File: src/rtl/wb_arbiter.sv
// Writeback arbiter: three per-source result FIFOs (load > branch > alu) that drain
// through one registered register-file write port, with a starvation override for the ALU.

module wb_fifo #(
    parameter int DEPTH = 2,
    parameter int RW    = 6,
    parameter int DW    = 32,
    localparam int EW   = RW + DW,
    localparam int AW   = $clog2(DEPTH),
    localparam int CW   = $clog2(DEPTH + 1)
) (
    input  logic          clk,
    input  logic          rst,
    input  logic          push,
    input  logic [EW-1:0] din,
    input  logic          pop,
    output logic [EW-1:0] head,
    output logic [CW-1:0] count,
    input  logic [RW-1:0] qreg,
    output logic          hit
);
    logic [DEPTH-1:0][EW-1:0] mem;
    logic [AW-1:0]            rd_ptr, wr_ptr, off;

    always_ff @(posedge clk or posedge rst) begin
        if (rst) begin
            mem    <= '0;
            rd_ptr <= '0;
            wr_ptr <= '0;
            count  <= '0;
        end else begin
            if (push) begin
                mem[wr_ptr] <= din;
                wr_ptr      <= wr_ptr + 1'b1;
            end
            if (pop)
                rd_ptr <= rd_ptr + 1'b1;
            if (push && !pop)
                count <= count + 1'b1;
            else if (pop && !push)
                count <= count - 1'b1;
        end
    end

    assign head = mem[rd_ptr];

    // A slot is live when its distance from the read pointer is below the fill count.
    always_comb begin
        hit = 1'b0;
        off = '0;
        for (int i = 0; i < DEPTH; i++) begin
            off = AW'(i) - rd_ptr;
            if ((CW'(off) < count) && (mem[i][EW-1 -: RW] == qreg))
                hit = 1'b1;
        end
    end
endmodule

module wb_arbiter #(
    parameter int DEPTH        = 2,
    parameter int STARVE_LIMIT = 4
) (
    input  logic        clk,
    input  logic        rst,
    input  logic        ld_valid,
    input  logic [5:0]  ld_reg,
    input  logic [31:0] ld_data,
    output logic        ld_ready,
    input  logic        br_valid,
    input  logic [5:0]  br_reg,
    input  logic [31:0] br_data,
    output logic        br_ready,
    input  logic        alu_valid,
    input  logic [5:0]  alu_reg,
    input  logic [31:0] alu_data,
    output logic        alu_ready,
    output logic        wb_we,
    output logic [5:0]  wb_reg,
    output logic [31:0] wb_data,
    input  logic [5:0]  pend_reg,
    output logic        pend_hit,
    output logic        idle
);
    localparam int NSRC = 3;
    localparam int RW   = 6;
    localparam int DW   = 32;
    localparam int EW   = RW + DW;
    localparam int CW   = $clog2(DEPTH + 1);
    localparam int SW   = $clog2(STARVE_LIMIT + 1);
    localparam int LD   = 0;
    localparam int BR   = 1;
    localparam int ALU  = 2;

    logic [NSRC-1:0]          src_valid, src_ready, push, pop, nempty, hit;
    logic [NSRC-1:0][EW-1:0]  src_ent, head;
    logic [NSRC-1:0][CW-1:0]  count;
    logic [EW-1:0]            sel_ent;
    logic [SW-1:0]            starve;
    logic                     force_alu;

    assign src_valid = {alu_valid, br_valid, ld_valid};
    assign src_ent   = {{alu_reg, alu_data}, {br_reg, br_data}, {ld_reg, ld_data}};
    assign {alu_ready, br_ready, ld_ready} = src_ready;

    generate
        for (genvar s = 0; s < NSRC; s++) begin : g_src
            assign src_ready[s] = count[s] != CW'(DEPTH);
            assign nempty[s]    = count[s] != '0;
            // reg 0 completes the handshake but is dropped on the floor
            assign push[s]      = src_valid[s] && src_ready[s] && (src_ent[s][EW-1 -: RW] != '0);

            wb_fifo #(.DEPTH(DEPTH), .RW(RW), .DW(DW)) u_fifo (
                .clk   (clk),
                .rst   (rst),
                .push  (push[s]),
                .din   (src_ent[s]),
                .pop   (pop[s]),
                .head  (head[s]),
                .count (count[s]),
                .qreg  (pend_reg),
                .hit   (hit[s])
            );
        end
    endgenerate

    assign force_alu = (starve == SW'(STARVE_LIMIT)) && nempty[ALU];

    always_comb begin
        pop = '0;
        if (force_alu)       pop[ALU] = 1'b1;
        else if (nempty[LD]) pop[LD]  = 1'b1;
        else if (nempty[BR]) pop[BR]  = 1'b1;
        else if (nempty[ALU]) pop[ALU] = 1'b1;
    end

    always_comb begin
        sel_ent = '0;
        for (int s = 0; s < NSRC; s++)
            if (pop[s]) sel_ent = head[s];
    end

    always_ff @(posedge clk or posedge rst) begin
        if (rst) begin
            wb_we   <= 1'b0;
            wb_reg  <= '0;
            wb_data <= '0;
            starve  <= '0;
        end else begin
            wb_we <= |pop;
            if (|pop)
                {wb_reg, wb_data} <= sel_ent;
            if (!nempty[ALU] || pop[ALU])
                starve <= '0;
            else if (starve != SW'(STARVE_LIMIT))
                starve <= starve + 1'b1;
        end
    end

    assign pend_hit = (pend_reg != '0) && ((|hit) || (wb_we && (wb_reg == pend_reg)));
    assign idle     = !(|nempty) && !wb_we;
endmodule
File: config.mk
export PLATFORM = sky130hd
export DESIGN_NAME = wb_arbiter
export DESIGN_NICKNAME = d
export VERILOG_FILES = /design/src/rtl/wb_arbiter.sv
export SDC_FILE = /design/constraint.sdc
export NUM_CORES = 1
export LEC_CHECK = 0
export BUFFER_PORTS_ARGS = -buffer_cell sky130_fd_sc_hd__clkbuf_2
export CAP_MARGIN = 20
export CORE_MARGIN = 8
export CORE_UTILIZATION = 50
export CTS_CLUSTER_DIAMETER = 150
export DETAILED_ROUTE_END_ITERATION = 8
export HOLD_SLACK_MARGIN = 0.03
export PLACE_DENSITY = 0.72
export RECOVER_POWER = 25
export SETUP_SLACK_MARGIN = 0.02
export SLEW_MARGIN = 20
export SYNTH_ARGS = -nofsm -noshare
export SYNTH_HDL_FRONTEND = slang
export SYNTH_SLANG_ARGS = --single-unit
File: constraint.sdc
create_clock -name clk -period 9.6 [get_ports clk]
set_input_delay 1.92 -clock clk [delete_from_list [all_inputs] [get_ports clk]]
set_output_delay 1.92 -clock clk [all_outputs]
set_load 0.03 [all_outputs]
==> flow_summary.toml <==
[outcome]
status = "complete, but fails checks"
violations = "capacitance limit, slew limit"

[global_routing]
grt_first_pass_wirelength_um = 50300
grt_max_degree = 143
antenna_found_initial = 3
grt_use_total_pct = 20.3
overflow = 0
grt_pass1_vias = 8923

[cells_and_area]
multi_input_area_um2 = 5460
postLayoutCoreUtil_pct = 58.2
num-nets-final = 1224
seqCellArea_um2 = 7060
largest_reg_flops = 228
drive_above_1_share_pct = 45.4
reg.largest.list = "g_src.u_fifo.mem (228), wb_data (32)"
fillers = 2130
area_growth_pct = 15.8
fin_area_um2 = 14900
regMostFlops = "g_src.u_fifo.mem"

[synth]
yosysWarnings = 0
synth_area_um2 = 12900
ys_types = 31
synth_async_sr_flop_share_pct = 100
syn-num-nets = 1079
yosysMostFrequentCell = "dfrtp_1"
synth.area.top_cells = "dfrtp_1 55%, mux2_2 23%, mux2i_1 5.9%, xnor2_1 2.5%, a22oi_1 2.2%"
syn_area_per_cell_um2 = 13.6
synth_area_leader_cell = "dfrtp_1"
netlist_instances = 949
ys_seq_area_share_pct = 54.7
synth_ff_type = "dfrtp_1"
synth_edf_count = 0
synth_common_cells = "282 x dfrtp_1, 266 x mux2_2, 76 x mux2i_1, 59 x nor2_1, 38 x a22oi_1"
yosysTopAreaCellShare_pct = 54.7
synth-seq-cells = 282

[pwr]
p_leak_nw = 6.71
power.density_nw_per_um2 = 388
irDropWorstVdd_mv = 0.183
power.total_mw = 5.81

[clocking]
cts_setup_buffers = 0
post_cts_resized = 0
clkTransAtPathRegs_ns = 0.06
cts_sinks = 282
max-clock-path-buffers = 3
cts_buffers = 30
clock_latency_ns = 0.54
cts_tree = "built"
cts_root_buffer = "clkbuf_16"
hold_buffers = 0
htreeDepth = 1

[flow_run]
maxCapViolCount = 8

[floorplanning]
initial_core_util_pct = 50.3
coreArea_um2 = 25700
die_h_um = 177
rows = 59
die_w_um = 177
ioPinCount = 169
die_area_um2 = 31200

[drt]
antenna_left = 0
route.final.wire_length_um = 31700
routed_via_density = 5.63
vias = 8168
firstDrtPassIters = 6
drt-initial-drc-count = 533
wl_per_cell_um = 21.8
drc_errors = 0

[hold_path]
holdCritPathClass = "reg -> reg"

[sta]
fin_crit_sh_pct = 58.7
worstMarginPinSlew_ns = 3.93
fmax_ghz = 0.177
max_slew_margin_pct = -162
maxSlewViolCount = 223
fin_setup_tns_ns = 0
rsz0062_at_grt = "no"
setup_viol = 0
period_minus_slack_ns = 5.63
setup_ws_ns = 3.97
hold_viol_final = 0
fin_skew_ns = 0.0142

[worst_setup_path]
worstSetupPathType = "in -> async"
crit_required_ns = 8.77
worstSetupStartpointType = "input pin"
critPathCaptureType = "async pin"
worstPathArrival_ns = 4.81
cp_max_fo = 71

[placed_design]
gp_congestion = 0.875
place_ws_ns = 4.42
dpl_cell_area_um2 = 14000
hpwl_um = 21000
port-buffer-count = 168
==> critical path: stages <==
cell and delay (ns):
clkbuf_1 0.10, clkinvlp_4 0.06, clkbuf_1 2.73
==> cells in the final DEF, fill, tap and decap left out, types with 2 or more instances in the layout <==
cell and n:
o22ai_1 21, o221a_2 13, nand2_4 3, inv_1 11, nor4_1 11, nor3_1 4
clkbuf_1 14, buf_4 6, dfrtp_2 2, or2_1 2, mux2_2 266, nand3_1 3
clkinv_2 2, clkbuf_8 9, xnor2_1 37, nand4_1 7, clkbuf_16 31, nand2_1 3
clkbuf_2 164, xor2_1 21, a22oi_1 38, a21oi_1 8, clkinvlp_4 4, o221a_1 4
dfrtp_1 279, bufinv_16 3, nand2b_1 3, nor2_1 59, ha_1 5, mux2i_1 76
==> worst paths after layout <==
| check | slack [ns] | start | endpoint | cells after the start |
|---|---|---|---|---|
| max in group clk | 4.14 | g_src[0].u_fifo.count[0]$_DFFE_PP0P_ | g_src[2].u_fifo.count[1]$_DFFE_PP0P_ | 9 |
| worst max register to register | 4.14 | g_src[0].u_fifo.count[0]$_DFFE_PP0P_ | g_src[2].u_fifo.count[1]$_DFFE_PP0P_ | 9 |
| worst min register to register | 0.47 | starve[0]$_DFFE_PP0P_ | starve[0]$_DFFE_PP0P_ | 1 |
| worst max-delay path | 3.97 | rst | g_src[2].u_fifo.rd_ptr$_DFFE_PP0N_ | 3 |
| min in group asynchronous | 2.91 | rst | g_src[2].u_fifo.wr_ptr$_DFFE_PP0N_ | 3 |
| worst min-delay path | 0.47 | starve[0]$_DFFE_PP0P_ | starve[0]$_DFFE_PP0P_ | 1 |
==> cell families after synthesis <==
kind of cell	share of synthesized area (%)
adder cells (fa/ha/maj)	0.484
flip-flops	54.7
multiplexers	29.1
XOR/XNOR	3.93
buffers and inverters	3.01
AO/OA/AOI/OAI	5.12
AND/OR/NAND/NOR	3.71
==> per-layer routing <==
metal	part of all wire, %	vias up	track usage, %
li1	-	3699	-
met1	44	4196	26.9
met2	47	217	33.5
met3	6.0	52	4.16
met4	2.3	4	5.11
met5	0.076	-	0
==> where the power goes <==
| group | internal [mW] | switching [mW] |
|---|---|---|
| sequential | 1.82 | 0.449 |
| clock | 0.737 | 0.459 |
| combinational | 1.20 | 1.14 |
| total | 3.76 | 2.04 |
==> through the flow <==
step	instances	hold slack, ns
CTS	1451	0.472
finish	1452	0.468
global route	1452	0.492
floorplan	949	0.430
global placement	1397	0.455
detailed placement	1397	0.464
==> cell type report <==
| class | instances | area share, % |
|---|---|---|
| Antenna cell | 1 | 0.0167 |
| Clock buffer | 46 | 6.17 |
| Clock inverter | 8 | 0.820 |
| Inverter | 12 | 0.326 |
| Multi-Input combinational cell | 589 | 36.5 |
| Sequential cell | 282 | 47.2 |
| Tap cell | 335 | 2.80 |
| Timing Repair Buffer | 179 | 6.13 |
(Power assumes the default switching activity.)
